===== config.mk =====
export PLATFORM = sky130hd
export DESIGN_NAME = seg7_to_bin_dec
export DESIGN_NICKNAME = d
export VERILOG_FILES = /design/src/rtl/seg7_to_bin_dec_pkg.sv /design/src/rtl/seg7_to_bin_dec_digit_dec.sv /design/src/rtl/seg7_to_bin_dec.sv
export SDC_FILE = /design/constraint.sdc
export NUM_CORES = 1
export LEC_CHECK = 0
export BUFFER_PORTS_ARGS = -buffer_cell sky130_fd_sc_hd__buf_2
export CORE_AREA = 5 5 94 96
export DETAILED_ROUTE_END_ITERATION = 10
export DIE_AREA = 0 0 99 101
export PLACE_DENSITY = 0.58
export SYNTH_ARGS = -nofsm -noshare
export SYNTH_HDL_FRONTEND = slang
export SYNTH_SLANG_ARGS = --single-unit
export TNS_END_PERCENT = 5

===== constraint.sdc =====
create_clock -name aclk -period 2.68 [get_ports aclk]
set_input_delay 0 -clock aclk [delete_from_list [all_inputs] [get_ports aclk]]
set_output_delay 0 -clock aclk [all_outputs]
set_load 0.01 [all_outputs]

===== src/rtl/seg7_to_bin_dec_pkg.sv =====
// Shared 7-segment definitions: active-low segment codes (bit6=a .. bit0=g),
// digit widths and the payload types used by the seven-segment decoder.
package seg7_to_bin_dec_pkg;

  localparam int unsigned DIGIT_W    = 7;
  localparam int unsigned NUM_DIGITS = 10;
  localparam int unsigned BCD_W      = 4;
  localparam int unsigned VALUE_W    = 7;
  localparam int unsigned S_DATA_W   = 2 * DIGIT_W;
  localparam int unsigned ERR_CNT_W  = 16;

  typedef logic [DIGIT_W-1:0] seg_code_t;

  localparam seg_code_t BLANK = 7'b1111111;

  // Entry i is the active-low pattern that lights decimal digit i.
  localparam logic [NUM_DIGITS-1:0][DIGIT_W-1:0] SEG_TABLE = {
    7'b0000100,  // 9
    7'b0000000,  // 8
    7'b0001111,  // 7
    7'b0100000,  // 6
    7'b0100100,  // 5
    7'b1001100,  // 4
    7'b0000110,  // 3
    7'b0010010,  // 2
    7'b1001111,  // 1
    7'b0000001   // 0
  };

  // Two-digit beat as carried on s_data: tens in the upper half.
  typedef struct packed {
    seg_code_t tens;
    seg_code_t ones;
  } seg_pair_t;

  // Decoded beat headed for the output register.
  typedef struct packed {
    logic               err;
    logic [VALUE_W-1:0] value;
  } dec_beat_t;

  // Encoder counterpart of the decoder; anything above 9 shows blank.
  function automatic seg_code_t seg7_encode(input logic [BCD_W-1:0] digit);
    seg_code_t code;
    code = BLANK;
    if (digit < BCD_W'(NUM_DIGITS)) begin
      code = SEG_TABLE[digit];
    end
    return code;
  endfunction

endpackage


===== src/rtl/seg7_to_bin_dec_digit_dec.sv =====
// Combinational single-digit decoder: active-low segment code to BCD digit,
// flagging any pattern that is not in the shared segment table.
module seg7_digit_dec
  import seg7_to_bin_dec_pkg::*;
(
  input  logic [DIGIT_W-1:0] code,
  output logic [BCD_W-1:0]   digit_c,
  output logic               invalid_c
);

  // Table search; codes are unique so at most one entry matches.
  always_comb begin
    digit_c   = '0;
    invalid_c = 1'b1;
    for (int unsigned i = 0; i < NUM_DIGITS; i++) begin
      if (code == SEG_TABLE[BCD_W'(i)]) begin
        digit_c   = BCD_W'(i);
        invalid_c = 1'b0;
      end
    end
  end

endmodule


===== src/rtl/seg7_to_bin_dec.sv =====
// Two-digit 7-segment to binary decoder with AXI-Stream handshakes and a
// two-stage pipeline (raw capture, then decoded output register).
module seg7_to_bin_dec
  import seg7_to_bin_dec_pkg::*;
#(
  parameter int unsigned W = 16
) (
  input  logic                 aclk,
  input  logic                 aresetn,
  input  logic                 s_valid,
  output logic                 s_ready,
  input  logic [S_DATA_W-1:0]  s_data,
  output logic                 m_valid,
  input  logic                 m_ready,
  output logic [W-1:0]         m_data,
  output logic                 m_err,
  output logic [ERR_CNT_W-1:0] err_cnt
);

  if (W < 7 || W > 32) begin : g_bad_width
    $error("seg7_to_bin_dec: W must be within 7..32");
  end

  localparam logic [ERR_CNT_W-1:0] ERR_CNT_MAX = '1;

  logic             s1_valid;
  seg_pair_t        s1_data;
  logic             s1_load_c;
  logic             s2_load_c;
  logic [BCD_W-1:0] tens_c;
  logic [BCD_W-1:0] ones_c;
  logic             tens_bad_c;
  logic             ones_bad_c;
  dec_beat_t        dec_c;

  seg7_digit_dec u_dec_tens (
    .code      (s1_data.tens),
    .digit_c   (tens_c),
    .invalid_c (tens_bad_c)
  );

  seg7_digit_dec u_dec_ones (
    .code      (s1_data.ones),
    .digit_c   (ones_c),
    .invalid_c (ones_bad_c)
  );

  // Stage 2 drains into the sink or is empty; stage 1 frees as it advances.
  always_comb begin
    s2_load_c = s1_valid && (!m_valid || m_ready);
    s_ready   = aresetn && (!s1_valid || s2_load_c);
    s1_load_c = s_valid && s_ready;
  end

  // Any undecodable digit zeroes the value.
  always_comb begin
    dec_c.err   = tens_bad_c || ones_bad_c;
    dec_c.value = '0;
    if (!dec_c.err) begin
      dec_c.value = VALUE_W'(tens_c) * VALUE_W'(4'd10) + VALUE_W'(ones_c);
    end
  end

  // Stage 1: raw segment capture.
  always_ff @(posedge aclk or negedge aresetn) begin
    if (!aresetn) begin
      s1_valid <= 1'b0;
      s1_data  <= '0;
    end else if (s1_load_c) begin
      s1_valid <= 1'b1;
      s1_data  <= seg_pair_t'(s_data);
    end else if (s2_load_c) begin
      s1_valid <= 1'b0;
    end
  end

  // Stage 2: output register, held while the sink stalls.
  always_ff @(posedge aclk or negedge aresetn) begin
    if (!aresetn) begin
      m_valid <= 1'b0;
      m_data  <= '0;
      m_err   <= 1'b0;
    end else if (s2_load_c) begin
      m_valid <= 1'b1;
      m_data  <= W'(dec_c.value);
      m_err   <= dec_c.err;
    end else if (m_ready) begin
      m_valid <= 1'b0;
    end
  end

  // Saturating count of error beats actually handed downstream.
  always_ff @(posedge aclk or negedge aresetn) begin
    if (!aresetn) begin
      err_cnt <= '0;
    end else if (m_valid && m_ready && m_err && (err_cnt != ERR_CNT_MAX)) begin
      err_cnt <= err_cnt + ERR_CNT_W'(1);
    end
  end

endmodule


==> metrics.csv, run 1 <==
stage;metric;value;unit
logic_synthesis;ys_warn_count;0;
logic_synthesis;syn_area;2300;µm²
grt;grt_use_total;9.98;%
sta;fin_crit;2540;ps
routing;via_count;1836;
place;gp_congestion;0.803;
grt;grt_pass1_wl;8120;µm
logic_synthesis;yosysSeqAreaShare;43.5;%
routing;drt-wirelength-per-cell;12.3;µm
sta;final_hold_viol_count;0;
power_and_ir_drop;comb_power_share;24.4;%
grt;antenna_found_initial;0;
outcome;status;completed;
place;place_area;2630;µm²
worst_setup_path;cp.required;2840;ps
power_and_ir_drop;swShare;30.8;%
place;portBuffers;43;
worst_setup_path;cp_max_fo;7;
sta;setup_viol_count_final;0;
clock_tree;htree_levels;2;
power_and_ir_drop;power_per_cell_area;575;nW/µm²
layout;fillers;809;
routing;detail-route-antenna-nets;0;
hold_path;hold_path.class;in -> reg;
layout;nets;324;
power_and_ir_drop;p_int;1180;µW
sta;timing.fmax;394;MHz
layout;num_antenna_cells;0;
worst_setup_path;worstSetupPathType;reg -> reg;
routing;route.detailed.drc;0;
grt;grt_pass1_vias;1772;
logic_synthesis;synth-seq-cells;40;
sta;fin_ws;140;ps
clock_tree;cts_buffers;5;
clock_tree;cts_tree;done;
worst_setup_path;startpoint_type;register;
logic_synthesis;async_flop_share;100;%
layout;drive_gt1_share;31.2;%
grt;overflow;0;
sta;worst_pin_slew;627;ps
grt;grt_max_degree;41;
routing;drtIter0Drc;116;
floorplan;core_area;7970;µm²
clock_tree;clk_pin_slew_worst_paths;80;ps
place;place_ws;-15.6;ps
worst_setup_path;end_kind;register;
sta;slew_headroom;58.1;%
logic_synthesis;synth_edf_count;0;
floorplan;rows;33;
routing;firstDrtPassIters;4;
sta;finClkSkew;3.83;ps
logic_synthesis;avgSynthCellArea;10.1;µm²
clock_tree;cts_buffer_depth;2;
logic_synthesis;ys_types;47;
floorplan;die_area;10000;µm²
clock_tree;cts-root-buf;clkbuf_8;
routing;routed_wl;4970;µm
sta;period_share;94.8;%
power_and_ir_drop;seqPwrFrac;46.7;%
clock_tree;clock_sinks;40;
layout;area_growth;28.8;%
power_and_ir_drop;leakagePower;0.00135;µW
sta;drv_slew;0;
floorplan;start_util;28.9;%
power_and_ir_drop;switching_power;524;µW
place;dp_hpwl;3680;µm
clock_tree;insertion_delay;290;ps
power_and_ir_drop;peakVddDrop;0.431;mV
floorplan;ios;53;
logic_synthesis;syn_inst;228;
power_and_ir_drop;power_frac_clock;28.9;%
worst_setup_path;cp.arrival;2700;ps
floorplan;chipHeight;101;µm
floorplan;die_x;99;µm
routing;vias_per_cell;4.56;
logic_synthesis;synth_ff_type;dfrtp_1;
layout;finalInstanceArea;2960;µm²
flow_run;maxCapViolCount;0;
[power by group through the flow]
stage	registers [µW]	clock network, µW	logic (µW)
global route	813	537	469
detailed placement	801	0	380
finish	795	492	416
global placement	799	0	376
floorplan	793	0	254
CTS	790	515	400
[logic make-up (layout without fill, tap and decap cells)]
| kind of cell | after synthesis | after routing | synth area share [%] |
|---|---|---|---|
| fa+ha+maj | 9 | 9 | 5.55 |
| mux | 16 | 16 | 7.94 |
| simple gates | 89 | 89 | 20.9 |
| buf+inv | 25 | 87 | 5.98 |
| flops | 40 | 40 | 43.5 |
| compound gates | 27 | 27 | 7.94 |
| xor+xnor | 21 | 21 | 7.99 |
| other cells | 1 | 9 | 0.163 |
[cell usage in the layout (no fill, tap or decap), drive strengths merged, types with 2 or more instances in the layout]
cell type,instances
nor2b,4
nor4b,2
buf,52
clkbuf,6
or3,3
nand2,21
and4,2
nand2b,3
fa,2
nand4b,2
nor2,16
ha,7
and3,3
mux2,15
o21ai,11
xor2,10
dlygate4sd3,15
nor4,4
nand4,8
and2,6
dfrtp,40
o21a,2
nand3,7
xnor2,11
inv,11
conb,9
nor3,4
a21oi,4
[what timing repair did]
action	CTS	global route
hold endpoints to repair	54	0
endpoints found under the setup margin	1	3
pin swaps	0	3
resized for setup	2	10
hold buffers	15	0
setup buffers	0	4
[worst max-delay path, stage by stage (launching register included)]
cell and delay, ps:
dfrtp_2 450, xor2_1 160, and3_1 190, nor2_1 120
o22ai_2 100, ha_1 290, ha_1 140, inv_1 50
fa_1 500, nor3b_2 190, xnor2_1 130, o21ai_0 90
[cell usage after synthesis, types with 2 or more instances]
master,number,share of area (%)
dfrtp_1,40,44
nand2_1,20,3.3
nor2_1,16,2.6
mux2_2,14,6.9
inv_1,11,1.8
o21ai_0,11,2.4
xnor2_1,11,4.2
xor2_1,10,3.8
buf_4,9,2.9
nand4_1,8,2.2
ha_1,7,3.8
nand3_1,7,1.5
and2_1,6,1.6
a21oi_1,4,0.87
nor2b_1,4,1.1
nor3_1,4,0.87
nor4_1,4,1.1
and3_1,3,0.82
nand2b_1,3,0.82
or3_1,3,0.82
buf_2,2,0.44
clkbuf_1,2,0.33
fa_1,2,1.7
nand4b_1,2,0.76
nor4b_1,2,0.76
o21a_1,2,0.65
[registers in the layout (all words and copies together), names as in the netlist]
name / count
s1_valid: 1
m_err: 1
m_valid: 1
err_cnt: 16
s1_data: 14
m_data: 7
[layer usage]
layer	GRT usage (%)	vias up	part of all wire, %
met1	13.3	868	47
met5	0	-	0
met4	3.15	0	0.28
met3	3.67	3	6.8
li1	-	920	-
met2	15.0	45	46
[path summary, 6_finish.rpt]
kind / startpoint / end / slack, ps / depth (start not counted)
worst min register to register: m_data[4] / m_data[4] / 480 / 2
worst max register to register: s1_data[9] / m_data[6] / 140 / 11
worst min-delay path: m_ready / s1_valid / 10 / 3
worst max-delay path: s1_data[9] / m_data[6] / 140 / 11
max in group asynchronous: aresetn / s1_data[7] / 1980 / 3
min in group asynchronous: aresetn / err_cnt[6] / 330 / 3
[metrics by stage]
step / power [µW] / utilization (%) / setup TNS [ps] / std cells / hold WS [ps]
detailed placement: 1180 / 33.0 / -15.6 / 376 / 125
finish: 1700 / 37.2 / 0 / 403 / 10.2
global route: 1820 / 37.2 / -98.1 / 403 / 33.2
CTS: 1700 / 36.3 / 0 / 399 / 5.97
global placement: 1170 / 33.0 / 0 / 376 / 135
floorplan: 1050 / - / 0 / 236 / -296
[area by class of cell]
type	instances	area (µm²)	share of cell area, %
sequential	40	1010	34.0
multi-input combinational	171	1230	41.6
timing repair buffer	68	438	14.8
clock inverter	3	42.5	1.44
clock buffer	5	68.8	2.32
inverter	11	41.3	1.39
tap	105	131	4.43
No activity file was read; power rests on OpenSTA's default activity.
==> run 2, diff against run 1 <==
CORE_AREA = 5 5 96 98   (was 5 5 94 96)
DIE_AREA = 0 0 101 103   (was 0 0 99 101)
SYNTH_HIERARCHICAL = 1   (was unset)
==> run 2 against run 1 <==
Compared with the run above:
- maximum frequency shrank 5.2%
- register-to-register slack lost 140 ps
- critical path depth shrank 1
- power shrank 0.15%
- first-iteration DRC count shrank 49%
- combinational power shrank 2%
- non-clock buffer count grew 5
- sequential cell count is the same
- wire length grew 6.3%
- clock power is essentially flat
==> metrics.csv, run 2 <==
stage;metric;value;unit;change
logic_synthesis;synth_edf_count;0;;unchanged
logic_synthesis;synth_top_cells_by_area;dfrtp_1, mux2_2, xor2_1, nand2_1, buf_4;;
worst_setup_path;r2r_end;m_data[6];;
grt;grt_max_degree;41;;unchanged
layout;area_growth;29.3;%;
layout;post-route-util;37.1;%;-0.079 points
routing;drt-wirelength-per-cell;13.1;µm;+6.0%
logic_synthesis;async_flop_share;100;%;unchanged
routing;detail-route-antenna-nets;0;;unchanged
worst_setup_path;startpoint_type;register;;
sta;setup_viol_count_final;0;;unchanged
sta;slew_headroom;55.3;%;-2.8 points
place;dp.cells;380;;+1.1%
clock_tree;cts_buffers;5;;unchanged
routing;drtIter0Drc;59;;-49%
layout;final_common_cell;buf_2;;
logic_synthesis;syn_inst;224;;-1.8%
worst_setup_path;r2r_slack;0.6;ps;-140 ps
logic_synthesis;synth-xor-area-share;6.92;%;-1.1 points
outcome;status;completed;;
logic_synthesis;synth_ff_type;dfrtp_1;;
floorplan;start_util;28.7;%;-0.18 points
routing;route.detailed.drc;0;;unchanged
clock_tree;insertion_delay;290;ps;about the same
clock_tree;clk_pin_slew_worst_paths;80;ps;about the same
worst_setup_path;worstSetupPathType;reg -> reg;;
sta;hold_ws;52.8;ps;+42.6 ps
layout;nets;322;;-0.62%
clock_tree;cts-root-buf;clkbuf_8;;
layout;finalInstanceArea;3110;µm²;+4.9%
worst_setup_path;cp_max_fo;7;;unchanged
layout;top_regs;err_cnt (16), s1_data (14), m_data (7);;
sta;finClkSkew;5.36;ps;+1.54 ps
hold_path;hold_path.class;in -> reg;;
worst_setup_path;cp.arrival;2850;ps;+150 ps
logic_synthesis;synthMuxAreaShare;7.65;%;-0.29 points
logic_synthesis;synth_compound_area_share;6.50;%;-1.4 points
grt;antenna_found_initial;0;;unchanged
grt;overflow;0;;unchanged
routing;via_count;1889;;+2.9%
floorplan;core_area;8380;µm²;+5.2%
layout;top_register;err_cnt;;
logic_synthesis;yosys.area.top_type;dfrtp_1;;
floorplan;rows;34;;+3.0%
place;dp_hpwl;3890;µm;+5.7%
routing;firstDrtPassIters;4;;unchanged
logic_synthesis;synth_top_family_by_area;simple AND/OR/NAND/NOR gates;;
layout;final_cell_mix;buf_2, dfrtp_1, nand2_1;;
clock_tree;clock_sinks;40;;unchanged
power_and_ir_drop;power_per_cell_area;547;nW/µm²;-4.9%
power_and_ir_drop;peakVddDrop;0.186;mV;-57%
layout;drive_gt1_share;38.5;%;+7.3 points
layout;seq_area;1010;µm²;+0.12%
logic_synthesis;synth_common_cells;dfrtp_1, nand2_1, xor2_1;;
layout;num_antenna_cells;0;;unchanged
power_and_ir_drop;leakagePower;0.00147;µW;+8.6%
logic_synthesis;synth.most_common_cell;dfrtp_1;;
routing;vias_per_cell;4.68;;+2.6%
floorplan;die_area;10400;µm²;+4.0%
sta;worst_pin_slew;669;ps;+41.9 ps
worst_setup_path;worst-r2r-cell-count;10;;-1
worst_setup_path;r2r_start;s1_data[7];;
logic_synthesis;yosysSeqAreaShare;41.6;%;-1.9 points
clock_tree;cts_buffer_depth;2;;unchanged
worst_setup_path;path_buf_inv;0;;-1
logic_synthesis;synthSimpleGateAreaFrac;26.7;%;+5.8 points
floorplan;chipHeight;103;µm;+2.0%
grt;grt_pass1_wl;8640;µm;+6.4%
worst_setup_path;cp.required;2850;ps;about the same
grt;grt_use_total;10.2;%;+0.21 points
layout;layout.cells.non_filler;404;;+0.25%
logic_synthesis;ys_warn_count;6;;+6
sta;fin_crit;2680;ps;+140 ps
sta;final_hold_viol_count;0;;unchanged
place;gp_congestion;0.782;;-2.6%
worst_setup_path;end_kind;register;;
logic_synthesis;synth-seq-cells;40;;unchanged
hold_path;hp-start;m_ready;;
hold_path;holdPathEnd;m_valid;;
layout;largest_register_ffs;16;;unchanged
logic_synthesis;ys_types;47;;unchanged
flow_run;maxCapViolCount;0;;unchanged
hold_path;hold_path_depth;3;;unchanged
sta;period_share;100;%;+5.2 points
layout;fillers;833;;+3.0%
routing;routed_wl;5280;µm;+6.3%
layout;multiInputGateArea;1380;µm²;+12%
logic_synthesis;avgSynthCellArea;10.7;µm²;+6.4%
sta;drv_slew;0;;unchanged
worst_setup_path;slowest_stage;fa_1;;
logic_synthesis;syn_area;2400;µm²;+4.5%
place;place_area;2800;µm²;+6.6%
logic_synthesis;yosys.area.top_type_share;41.6;%;-1.9 points
clock_tree;cts_tree;done;;
sta;timing.fmax;373;MHz;-5.2%
grt;grt_pass1_vias;1816;;+2.5%
clock_tree;htree_levels;2;;unchanged
worst_setup_path;crit_chain;nand4_1 -> or4_4 -> nand2_2 -> ha_1 -> ha_2 -> fa_1 -> nand3_1 -> o21ai_1 -> xnor2_1 -> o21ai_0;;
floorplan;die_x;101;µm;+2.0%
floorplan;ios;53;;unchanged
place;portBuffers;43;;unchanged
sta;rsz0062_at_grt;true;;
worst_setup_path;cpLargestDelayFamily;adder cells;;
logic_synthesis;synthAdderAreaFrac;5.31;%;-0.24 points
worst_setup_path;critPathMaxStageDelay;540;ps;+40 ps
==> run 2: cell types whose count changed after synthesis, moves of 3 or more <==
cell	before	now
and4bb_2	0	4
xor2_1	10	16
nor2b_1	4	1
nor3_2	0	6
xnor2_1	11	3
nand3_1	7	11
o21ai_0	11	8
buf_4	9	12
and2_1	6	2
nand2_1	20	26
nor2_1	16	4
inv_1	11	1
==> run 2: worst register-to-register path, cell delays in order (launching register included) <==
cell     delay (ps)
dfrtp_1         460
nand4_1         150
or4_4           450
nand2_2          90
ha_1            230
ha_2            190
fa_1            540
nand3_1          90
o21ai_1         150
xnor2_1         130
o21ai_0          90
==> run 2: through the flow <==
| stage | TNS (ps) | worst slack, ps | power [µW] |
|---|---|---|---|
| 2_1_floorplan | 0 | 6.28 | 1040 |
| 3_3_place_gp | 0 | 12.3 | 1170 |
| 3_5_place_dp | -47.8 | -47.8 | 1180 |
| 4_1_cts | -8.21 | -8.21 | 1720 |
| 5_1_grt | -89.4 | -89.4 | 1810 |
| 6_report | 0 | 0.558 | 1700 |
==> run 2: worst max path at each step <==
stage / from / endpoint / slack (ps) / depth (start not counted)
after CTS: s1_data[8] / m_data[6] / -8 / 10
after global placement: s1_data[10] / m_data[6] / 10 / 9
after global routing: s1_data[7] / m_data[6] / -90 / 10
after detailed placement: s1_data[10] / m_data[6] / -50 / 9
after floorplan: s1_data[8] / m_data[6] / 6 / 11
final: s1_data[7] / m_data[6] / 0.6 / 10
==> run 2: cell type report <==
class	instances	share of cell area (%)
Timing Repair Buffer	73	15.4
Inverter	1	0.121
Sequential cell	40	32.4
Clock buffer	6	2.33
Clock inverter	2	1.13
Multi-Input combinational cell	174	44.3
Tap cell	108	4.35
==> run 2: what timing repair did <==
item,in CTS,in global routing
gates resized for setup,3,8
buffers inserted,1,0
setup endpoints to repair,1,3
hold endpoints to repair,54,0
pin swaps,3,0
hold buffers,15,0
==> run 2: where the power goes <==
| part | internal, µW | total, µW | switching [µW] |
|---|---|---|---|
| Sequential | 681 | 800 | 119 |
| Clock | 277 | 491 | 215 |
| Combinational | 214 | 409 | 195 |
==> run 2: layer usage <==
| metal | routed length, µm | global-route usage (%) | share of wire, % | vias to the layer above |
|---|---|---|---|---|
| li1 | - | - | - | 946 |
| met1 | 2550 | 14.2 | 48 | 901 |
| met2 | 2450 | 15.8 | 46 | 37 |
| met3 | 225 | 2.23 | 4.3 | 5 |
| met4 | 57 | 3.17 | 1.1 | 0 |
| met5 | 0 | 0 | 0 | - |
==> run 2: kinds of logic (layout without fill, tap and decap cells) <==
group	Yosys count	after routing
buffers and inverters	18	82
adder cells (fa/ha/maj)	9	9
AO/OA/AOI/OAI	22	22
AND/OR/NAND/NOR	99	99
XOR/XNOR	19	19
flip-flops	40	40
other	1	9
multiplexers	16	16
